### config.mk
export PLATFORM = sky130hd
export DESIGN_NAME = out_display
export DESIGN_NICKNAME = d
export VERILOG_FILES = /design/src/rtl/sap_pkg.sv /design/src/rtl/seg7_decoder.sv /design/src/rtl/out_display.sv
export SDC_FILE = /design/constraint.sdc
export NUM_CORES = 1
export LEC_CHECK = 0
export BUFFER_PORTS_ARGS = -buffer_cell sky130_fd_sc_hd__buf_4
export CORE_MARGIN = 2
export CORE_UTILIZATION = 61
export CTS_CLUSTER_DIAMETER = 100
export CTS_CLUSTER_SIZE = 10
export DETAILED_ROUTE_END_ITERATION = 8
export HOLD_SLACK_MARGIN = 0.06
export PLACE_DENSITY = 0.87
export SYNTH_ARGS = -nofsm -noshare
export SYNTH_HDL_FRONTEND = slang
export SYNTH_SLANG_ARGS = --single-unit
### constraint.sdc
create_clock -name clk -period 6.4 [get_ports clk]
set_input_delay 0.96 -clock clk [delete_from_list [all_inputs] [get_ports clk]]
set_output_delay 0.96 -clock clk [all_outputs]
set_load 0.01 [all_outputs]
### src/rtl/sap_pkg.sv
// ---------------------------------------------------------------------------
// sap_pkg: shared types and constants for the 8-bit bus machine output stage.
//   out_state_t   : conversion FSM states (IDLE, CONVERT)
//   BCD_ITERS     : double-dabble iterations for an 8-bit binary input
//   SEG_DIGIT     : active-low 7-segment codes {g,f,e,d,c,b,a} for 0..9
//   SEG_BLANK     : all segments off
//   dabble_step() : one double-dabble iteration on the 20-bit shift register
// ---------------------------------------------------------------------------
package sap_pkg;

    typedef enum logic [0:0] {
        IDLE    = 1'b0,
        CONVERT = 1'b1
    } out_state_t;

    localparam int BCD_ITERS = 8;

    localparam logic [6:0] SEG_BLANK = 7'b1111111;

    localparam logic [6:0] SEG_DIGIT [0:9] = '{
        7'b1000000,  // 0
        7'b1111001,  // 1
        7'b0100100,  // 2
        7'b0110000,  // 3
        7'b0011001,  // 4
        7'b0010010,  // 5
        7'b0000010,  // 6
        7'b1111000,  // 7
        7'b0000000,  // 8
        7'b0010000   // 9
    };

    // Shift register layout: [19:16] hundreds, [15:12] tens, [11:8] ones,
    // [7:0] remaining binary bits. Each BCD nibble >= 5 gets +3 before the
    // left shift so that it carries correctly into the next decade.
    function automatic logic [19:0] dabble_step(input logic [19:0] shift_in);
        logic [19:0] adj;
        adj = shift_in;
        for (int i = 0; i < 3; i++) begin
            if (adj[8 + 4*i +: 4] >= 4'd5) begin
                adj[8 + 4*i +: 4] = adj[8 + 4*i +: 4] + 4'd3;
            end else begin
                adj[8 + 4*i +: 4] = adj[8 + 4*i +: 4];
            end
        end
        return {adj[18:0], 1'b0};
    endfunction

endpackage

### src/rtl/seg7_decoder.sv
// ---------------------------------------------------------------------------
// seg7_decoder: combinational BCD digit to active-low 7-segment pattern.
//   digit [3:0] : BCD digit 0..9 (codes above 9 render blank)
//   blank       : force all segments off (leading-zero blanking)
//   seg   [6:0] : active-low segments {g,f,e,d,c,b,a}
// ---------------------------------------------------------------------------
module seg7_decoder
    import sap_pkg::*;
(
    input  logic [3:0] digit,
    input  logic       blank,
    output logic [6:0] seg
);

    // Digit lookup with blanking override.
    always_comb begin
        seg = SEG_BLANK;
        if (blank) begin
            seg = SEG_BLANK;
        end else if (digit <= 4'd9) begin
            seg = SEG_DIGIT[digit];
        end else begin
            seg = SEG_BLANK;
        end
    end

endmodule

### src/rtl/out_display.sv
// ---------------------------------------------------------------------------
// out_display: output stage of the 8-bit bus machine.
// Latches the bus byte on load, converts it to three BCD digits with a
// sequential double-dabble engine (one iteration per clock, 8 cycles), and
// scans a 3-digit active-low 7-segment display with leading-zero blanking.
//   REFRESH_DIV : clock cycles each digit stays selected (>= 1)
//   clk, rst    : system clock, synchronous active-high reset
//   load, bus   : latch bus byte and (re)start conversion
//   out         : raw output register
//   busy        : conversion in progress
//   bcd         : last completed conversion {hundreds, tens, ones}
//   an          : active-low digit select (bit0 ones, bit1 tens, bit2 hundreds)
//   seg         : active-low segments {g,f,e,d,c,b,a}
// ---------------------------------------------------------------------------
module out_display
    import sap_pkg::*;
#(
    parameter int REFRESH_DIV = 16
)
(
    input  logic        clk,
    input  logic        rst,
    input  logic        load,
    input  logic [7:0]  bus,
    output logic [7:0]  out,
    output logic        busy,
    output logic [11:0] bcd,
    output logic [2:0]  an,
    output logic [6:0]  seg
);

    localparam int               CNT_W     = (REFRESH_DIV > 1) ? $clog2(REFRESH_DIV) : 1;
    localparam logic [CNT_W-1:0] CNT_LAST  = CNT_W'(REFRESH_DIV - 1);
    localparam logic [3:0]       ITER_LAST = 4'(BCD_ITERS - 1);

    out_state_t       state_r;
    logic [19:0]      shift_r;
    logic [19:0]      shift_next_s;
    logic [3:0]       iter_r;
    logic [7:0]       out_r;
    logic [11:0]      bcd_r;

    logic [CNT_W-1:0] refresh_cnt_r;
    logic [1:0]       digit_idx_r;
    logic [1:0]       digit_idx_next_s;
    logic [3:0]       digit_s;
    logic             blank_s;
    logic [2:0]       an_next_s;
    logic [6:0]       seg_dec_s;
    logic [2:0]       an_r;
    logic [6:0]       seg_r;

    assign shift_next_s = dabble_step(shift_r);

    // Conversion FSM, shift register and output/bcd registers.
    always_ff @(posedge clk) begin
        if (rst) begin
            state_r <= IDLE;
            shift_r <= 20'd0;
            iter_r  <= 4'd0;
            out_r   <= 8'd0;
            bcd_r   <= 12'd0;
        end else begin
            // Completion commits even if a new load arrives on the same edge.
            if ((state_r == CONVERT) && (iter_r == ITER_LAST)) begin
                bcd_r <= shift_next_s[19:8];
            end else begin
                bcd_r <= bcd_r;
            end

            if (load) begin
                // Latest load wins: restart from the new byte.
                out_r   <= bus;
                shift_r <= {12'd0, bus};
                iter_r  <= 4'd0;
                state_r <= CONVERT;
            end else if (state_r == CONVERT) begin
                out_r   <= out_r;
                shift_r <= shift_next_s;
                iter_r  <= iter_r + 4'd1;
                state_r <= (iter_r == ITER_LAST) ? IDLE : CONVERT;
            end else begin
                out_r   <= out_r;
                shift_r <= shift_r;
                iter_r  <= iter_r;
                state_r <= state_r;
            end
        end
    end

    // Next digit index, selected digit, blanking and anode pattern.
    always_comb begin
        digit_idx_next_s = digit_idx_r;
        digit_s          = 4'd0;
        blank_s          = 1'b0;
        an_next_s        = 3'b110;

        if (refresh_cnt_r == CNT_LAST) begin
            digit_idx_next_s = (digit_idx_r == 2'd2) ? 2'd0 : (digit_idx_r + 2'd1);
        end else begin
            digit_idx_next_s = digit_idx_r;
        end

        case (digit_idx_next_s)
            2'd0: begin
                digit_s   = bcd_r[3:0];
                blank_s   = 1'b0;
                an_next_s = 3'b110;
            end
            2'd1: begin
                digit_s   = bcd_r[7:4];
                blank_s   = (bcd_r[11:4] == 8'd0);
                an_next_s = 3'b101;
            end
            2'd2: begin
                digit_s   = bcd_r[11:8];
                blank_s   = (bcd_r[11:8] == 4'd0);
                an_next_s = 3'b011;
            end
            default: begin
                digit_s   = 4'd0;
                blank_s   = 1'b1;
                an_next_s = 3'b111;
            end
        endcase
    end

    seg7_decoder u_seg7_decoder (
        .digit (digit_s),
        .blank (blank_s),
        .seg   (seg_dec_s)
    );

    // Free-running refresh counter, digit index and registered an/seg.
    always_ff @(posedge clk) begin
        if (rst) begin
            refresh_cnt_r <= '0;
            digit_idx_r   <= 2'd0;
            an_r          <= 3'b110;
            seg_r         <= SEG_DIGIT[0];
        end else begin
            if (refresh_cnt_r == CNT_LAST) begin
                refresh_cnt_r <= '0;
            end else begin
                refresh_cnt_r <= refresh_cnt_r + CNT_W'(1);
            end
            digit_idx_r <= digit_idx_next_s;
            an_r        <= an_next_s;
            seg_r       <= seg_dec_s;
        end
    end

    assign out  = out_r;
    assign busy = (state_r == CONVERT);
    assign bcd  = bcd_r;
    assign an   = an_r;
    assign seg  = seg_r;

endmodule

# After elaboration in Yosys (flattened, before gate mapping)
# Memory sizes are Yosys's and may differ from the RTL's.
# Cells that the tools add are included.
# classes
add_sub_neg,6
order_cmp,5
eq_ne,5
mux,17
bitwise,2
reduce_logical,8
# ops
operator,count
$mux 8,2
$mux 7,2
$ge 4x3->1 const B,3
$mux 6,2
$pmux 4 s3,1
$pmux 3 s3,1
$add 4x1->4 const B,2
$add 4x2->4 const B,2
$logic_not 8->1,1
$mux 4,2
$ge 5x5->1 const B,1
$not 4->5,1
$eq 2x2->1 const B,2
$eq 4x3->1 const B,1
$eq 4x4->1 const B,1
$le 4x4->1 const B,1
$logic_not 4->1,1
$mux 2,2
$reduce_or 2->1,2
$add 3x2->3 const B,1
$mux 1,3
$mux 3,1
$pmux 1 s3,1
$reduce_or 3->1,1
6 further kinds,6
# word_totals
reg_bits,61
romBits,112
out_inout_bits,31
elab_cells,55
n_memories,1
# memory_table
memory,words,width,rd,rd_ports_with_merged_regs,wr,line_no,text
(name not given),16,7,1,0,0,seg7_decoder.sv:21,seg = SEG_DIGIT[digit];

# Longest topological paths before layout
# Gate-level depths: netlist of the first run.
# depth
ltp_word,11
mapped_depth,13

# Cells and area by module
# From an unflattened synthesis of the first run, not the netlist that was laid out.
# unflattened
hier_cells,335
area_unflattened_um2,2889.0
# modules_own_cells
module,n_inst,cells_each,area_each_um2,seq_area_each_um2
out_display,1,305,2675.1,1221.2
seg7_decoder,1,30,214.0,0.0

# Worst setup path after synthesis of the first run
# Ideal clock, no wire load.
# synth_timing
path_type,register to register
start,register refresh_cnt_r[0]
end,register seg_r[0] (netlist: seg[0])
t_arrival_ns,2.588
t_required_ns,6.325
path_slack_ns,3.737
path_stages_with_launch,14
n_path_buf,2
period_less_slack_ns,2.663
path_cell_list,dfxtp_1 > ha_1 > and3_1 > buf_2 > buf_4 > xnor2_1 > a31o_2 > nor2_1 > inv_1 > ha_1 > or2_2 > o311ai_1 > o2bb2ai_2 > o22ai_1
# synth_via
elab_chain_len,10
# synth_rtl
item,line_no,text
start: declaration,out_display.sv:43,logic [CNT_W-1:0] refresh_cnt_r;
start signal: assignment,out_display.sv:145,refresh_cnt_r <= refresh_cnt_r + CNT_W'(1);
$eq 4x4->1 *,out_display.sv:98,if (refresh_cnt_r == CNT_LAST) begin
$mux 2 *,out_display.sv:98,
"$eq 2x2->1, or another cell as far along",out_display.sv:104,case (digit_idx_next_s)
$pmux 4 s3,out_display.sv:104,
$not 4->5 (not written as such),seg7_decoder.sv:21,
$mem_v2 16x7,-,
$mux 7 (not written as such) (2 in a row),seg7_decoder.sv:21,
$mux 6,seg7_decoder.sv:20,end else if (digit <= 4'd9) begin
$mux 6 *,seg7_decoder.sv:18,if (blank) begin
end signal: assignment,out_display.sv:140,seg_r <= SEG_DIGIT[0];
end signal: assignment,out_display.sv:149,seg_r <= seg_dec_s;
end: declaration,out_display.sv:51,logic [6:0] seg_r;
# Mark *: on every way between the ends. The rest lies on a longest branch, timed or not. The select of a mux whose other input is x is not followed.
# A chain may end at the register's enable or synchronous reset.

# Final worst setup path of the first run
# layout_timing
start,register refresh_cnt_r[0]
end,register seg_r[4] (netlist: seg[4])
# The elaborated chain is that of the path after synthesis.

==> flow_summary.json, run 1 <==
{
  "rsz0062_at_grt": "false",
  "worstSetupStartpointType": "flip-flop",
  "synth.distinct_cells": 47,
  "synthTopCellsByArea": "dfxtp_1, mux2i_1, a21oi_1",
  "yosys.area.top_type": "dfxtp_1",
  "clock-sinks": 61,
  "power_w": 0.000816,
  "num_antenna_cells": 0,
  "syn_nets": 367,
  "fp.dieArea_um2": 5450,
  "grt_pass1_vias": 2258,
  "min_path_cells": 2,
  "cp_max_fo": 13,
  "grt_pass1_wl_um": 10300,
  "die_x_um": 73.9,
  "hold_buffers": 0,
  "io_pins": 42,
  "routed_via_density": 5.60,
  "clkTransAtPathRegs_ns": 0.07,
  "post-route-period-util_pct": 48.6,
  "fmax_mhz": 322,
  "place_congestion": 0.961,
  "die_y_um": 73.9,
  "ys_warn_count": 0,
  "routedWlPerCell_um": 14.1,
  "post_cts_buffers": 0,
  "drc": 0,
  "port_buffers": 41,
  "crit_path_end_kind": "flip-flop",
  "place_inst": 433,
  "core_area_um2": 4720,
  "start_util_pct": 63.0,
  "cts_root_buf": "clkbuf_8",
  "holdWs_ns": 0.466,
  "overflow": 0,
  "maxCapViolCount": 0,
  "critPathRequiredTime_ns": 6.67,
  "cts_resized": 0,
  "avgSynthCellArea_um2": 8.68,
  "nFillCells": 360,
  "path_class": "reg -> reg",
  "syn2layout_area_growth_pct": 18.0,
  "first_iter_violations": 134,
  "arrival_ns": 3.37,
  "min_period_ns": 3.11,
  "syn-cell-area_um2": 2980,
  "synth_top_flop_cell": "dfxtp_1",
  "grt_usage_pct": 24.7,
  "first_pass_iters": 4,
  "reg2reg_depth": 11,
  "slew_viol_final": 0,
  "cellLeakagePower_nw": 1.47,
  "totalWireLength_um": 6320,
  "grt_max_degree": 43,
  "ir_drop_mv": 0.196,
  "insertion_delay_ns": 0.35,
  "hold_violations": 0,
  "final_cells": 449,
  "skew_ns": 0.0114,
  "maxSlewHeadroom_pct": 62.7,
  "ant_nets": 0,
  "ys_ff_latch": 61,
  "fin_tns_setup_ns": 0,
  "cts_buffers": 9,
  "synth_edf_count": 0,
  "num_rows": 25,
  "grt_antenna_before_repair": 0,
  "fin_util_pct": 74.4,
  "num_vias": 2513,
  "h-tree-depth": 3,
  "cts_tree": "built",
  "async_reset_ff_share_pct": 0,
  "finalSetupViolations": 0,
  "hold_class": "reg -> reg",
  "postSynthCellCount": 343,
  "clk_path_buf_depth": 2,
  "synth_top_area_share_pct": 41.0,
  "worstMarginPinSlew_ns": 0.560,
  "nets": 401,
  "hpwl_um": 4400,
  "synth-seq-area-share_pct": 41.0,
  "p_per_area_nw_per_um2": 232,
  "drive_gt1_share_pct": 18.3,
  "run_status": "completed"
}
sequential cells by signal, summed over array words and instances (netlist names):
name / count
out: 8
busy: 1
iter_r: 4
digit_idx_r: 2
seg: 7
bcd: 12
refresh_cnt_r: 4
an: 3
shift_r: 20
final cells by class:
cell class | count | area (µm²) | share of cell area, %
clock buffer | 10 | 128 | 3.63
multi-input combinational | 247 | 1620 | 46.0
inverter | 16 | 60.1 | 1.71
timing repair buffer | 42 | 315 | 8.97
clock inverter | 6 | 87.6 | 2.49
sequential | 61 | 1220 | 34.8
tap | 67 | 83.8 | 2.39
path summary, 6_finish.rpt:
check,startpoint,end,slack (ns)
max,refresh_cnt_r[0]$_SDFF_PP0_,seg[4]$_SDFF_PP0_,3.29
min,shift_r[0]$_SDFFE_PP0P_,shift_r[0]$_SDFFE_PP0P_,0.47
max reg2reg,refresh_cnt_r[0]$_SDFF_PP0_,seg[4]$_SDFF_PP0_,3.29
min reg2reg,shift_r[0]$_SDFFE_PP0P_,shift_r[0]$_SDFFE_PP0P_,0.47
synthesized netlist by cell type, types with 3 or more instances:
cell      number
nand2_1       29
and3_1         4
o21ai_0       10
a211oi_1       4
nand3_1        8
a21oi_1       37
inv_1         16
nand3b_1       4
nor2_1        49
nor3b_1        5
nand4_1        3
o22ai_1        5
dfxtp_1       61
or3b_2         3
clkbuf_1      14
mux2i_1       31
xnor2_1        6
ha_1          13
nand2b_1       5
worst max-delay path, cell delays in order (launching register included):
cell and delay (ns):
dfxtp_1 0.38, ha_1 0.30, and3_1 0.52, xnor2_1 0.19
a31o_2 0.29, nor2_1 0.26, inv_1 0.12, ha_1 0.24
or2_2 0.29, o311ai_1 0.09, o2bb2ai_2 0.16, o22ai_1 0.19
layout by cell type (no fill, tap or decap), drive strengths merged, types with 3 or more instances in the layout:
cell and count:
buf 42, nand4 3, a21oi 37, or3b 3
and3 4, nor3b 5, dfxtp 61, nand3 9
clkinv 4, nand2b 5, o22ai 5, inv 16
clkbuf 10, xnor2 6, a211oi 5, nand3b 4
nand2 29, mux2i 31, o21ai 10, nor2 49
ha 13
through the flow:
stage                     worst slack (ns)  instance area (µm²)
after floorplan                       3.74                 2980
after global placement                3.48                 3300
after detailed placement              3.35                 3300
after CTS                             3.33                 3510
after global routing                  3.10                 3510
final                                 3.29                 3510
where the power goes:
group	switching, W	total [W]	leakage (nW)	internal [W]
combinational	0.0000282	0.0000511	0.862	0.0000229
sequential	0.00000656	0.000395	0.496	0.000389
clock	0.000151	0.000370	0.110	0.000219
total	0.000185	0.000816	1.47	0.000631
per-layer routing:
metal | vias up | part of all wire, % | global-route usage [%]
met1 | 1154 | 45 | 30.7
met4 | 0 | 2.8 | 14.5
met2 | 83 | 46 | 38.8
met5 | - | 0 | 0
met3 | 19 | 5.5 | 5.62
li1 | 1257 | - | -
cell families after synthesis:
kind of cell               synth area share [%]
and+or+nand+nor                            19.8
AOI/OAI and AO/OA                          15.1
DFF                                        41.0
buffers and inverters                      4.62
muxes                                      11.3
adders and majority gates                  5.84
xor gates and xnor gates                   2.35
Power figures use the tool's default switching activity.
==> inputs of run 2 (changes only) <==
CORE_UTILIZATION = 57   (was 61)
PLACE_DENSITY = 0.82   (was 0.87)
clock period = 3 ns   (was 6.4 ns; I/O delays follow)
==> run 2 against run 1 <==
Combinational power up 110%. Clock skew down 0.0019 ns. Wire length down 2.7%. Register-to-register slack worse by 3.1 ns. Design area up 0.39%. Highest routed layer unchanged.
==> flow_summary.json, run 2 (synthesized netlist as in run 1, its figures left out) <==
{
  "run_status": "completed",
  "die_y_um": 76.3,
  "critPathCapture": "seg[0]$_SDFF_PP0_",
  "max_flop_register": "shift_r",
  "grt_pass1_wl_um": 10500,
  "crit_path_start": "refresh_cnt_r[0]$_SDFF_PP0_",
  "post-route-period-util_pct": 94.4,
  "place_inst": 438,
  "ff2ff_setup_slack_ns": 0.17,
  "maxSlewHeadroom_pct": 59.0,
  "cellLeakagePower_nw": 1.47,
  "drive_gt1_share_pct": 19.0,
  "clock-sinks": 61,
  "critPathRequiredTime_ns": 3.26,
  "hpwl_um": 4340,
  "cts_root_buf": "clkbuf_8",
  "nFillCells": 406,
  "crit_path_end_kind": "flip-flop",
  "totalWireLength_um": 6150,
  "maxCapViolCount": 0,
  "cts_tree": "built",
  "place_congestion": 0.892,
  "ant_nets": 0,
  "clk_path_buf_depth": 2,
  "die_x_um": 76.3,
  "path_cells": "ha_1, nand3_4, mux2_4, a22o_1, nor2_1, inv_1, ha_1, or2_2, o311ai_1, o2bb2ai_2, o22ai_1",
  "fp.dieArea_um2": 5820,
  "rsz0062_at_grt": "false",
  "hold_violations": 0,
  "crit_buf_inv": 1,
  "cp_max_fo": 8,
  "power_w": 0.00169,
  "path_class": "reg -> reg",
  "reg2reg_depth": 11,
  "p_per_area_nw_per_um2": 480,
  "port_buffers": 41,
  "grt_antenna_before_repair": 0,
  "layout_commonest_cell": "dfxtp_1",
  "ir_drop_mv": 0.387,
  "cts_resized": 0,
  "slowest_stage": "dfxtp_1",
  "crit_cells": 11,
  "fin_util_pct": 69.5,
  "r2r-end": "seg[0]$_SDFF_PP0_",
  "layout_common_cells": "dfxtp_1, nor2_1, buf_4, a21oi_1, mux2i_1",
  "num_rows": 26,
  "fmax_mhz": 353,
  "crit_family": "simple AND/OR/NAND/NOR gates",
  "grt_max_degree": 43,
  "core_area_um2": 5070,
  "min_period_ns": 2.83,
  "start_util_pct": 58.7,
  "routed_via_density": 5.54,
  "largest_reg_flops": 20,
  "nets": 403,
  "min-delay-start": "bus[2]",
  "h-tree-depth": 3,
  "critPathMaxStageDelay_ns": 0.38,
  "post_cts_buffers": 0,
  "skew_ns": 0.00945,
  "area.sequential_um2": 1220,
  "min_path_cells": 3,
  "drc": 0,
  "fin_tns_setup_ns": 0,
  "arrival_ns": 3.09,
  "routedWlPerCell_um": 13.5,
  "insertion_delay_ns": 0.34,
  "hold_buffers": 0,
  "multi_input_area_um2": 1620,
  "worstSetupStartpointType": "flip-flop",
  "finalSetupViolations": 0,
  "hold_class": "in -> reg",
  "grt_pass1_vias": 2395,
  "slew_viol_final": 0,
  "first_pass_iters": 4,
  "reg2reg_from": "refresh_cnt_r[0]$_SDFF_PP0_",
  "grt_usage_pct": 22.5,
  "first_iter_violations": 157,
  "num_vias": 2515,
  "overflow": 0,
  "cp_common_cell": "ha_1",
  "final_cells": 454,
  "num_antenna_cells": 0,
  "syn2layout_area_growth_pct": 18.5,
  "worstMarginPinSlew_ns": 0.616,
  "clkTransAtPathRegs_ns": 0.07,
  "io_pins": 42,
  "cts_buffers": 9
}
==> run 2: worst min path at each step <==
| stage | endpoint | slack (ns) |
|---|---|---|
| floorplan | shift_r[0]$_SDFFE_PP0P_ | 0.44 |
| global placement | shift_r[0]$_SDFFE_PP0P_ | 0.45 |
| detailed placement | shift_r[0]$_SDFFE_PP0P_ | 0.46 |
| CTS | shift_r[3]$_SDFFE_PP0P_ | 0.33 |
| global route | out[3]$_SDFFE_PP0P_ | 0.34 |
| finish | shift_r[2]$_SDFFE_PP0P_ | 0.34 |
==> run 2: final cells by class <==
cell class,instances,share of cell area [%]
Clock buffer,11,4.29
Clock inverter,5,1.67
Inverter,16,1.70
Multi-Input combinational cell,247,45.9
Sequential cell,61,34.6
Tap cell,70,2.48
Timing Repair Buffer,44,9.37
==> run 2: tightest hold or removal path: stages <==
cell and delay, ns:
buf_4 0.08, a21oi_1 0.05, nor2_1 0.07
==> run 2: metal layers <==
metal,GRT usage (%),wire length (µm),part of all wire (%)
met1,26.8,2800,45
met2,37.2,2930,48
met3,7.94,364,5.9
met4,9.09,62,1.0
met5,0,0,0
==> run 2: report_power, final <==
group | total, W | internal (W) | leakage [nW] | switching (W)
combinational | 0.000106 | 0.0000489 | 0.873 | 0.0000568
clock | 0.000744 | 0.000428 | 0.102 | 0.000316
sequential | 0.000844 | 0.000829 | 0.496 | 0.0000151
==> run 2: stage by stage <==
stage,hold WS (ns),worst slack (ns),cell area (µm²)
floorplan,0.436,0.337,2980
global placement,0.446,0.356,3320
detailed placement,0.461,0.219,3320
CTS,0.331,0.191,3530
global route,0.338,0.00416,3530
finish,0.344,0.169,3530
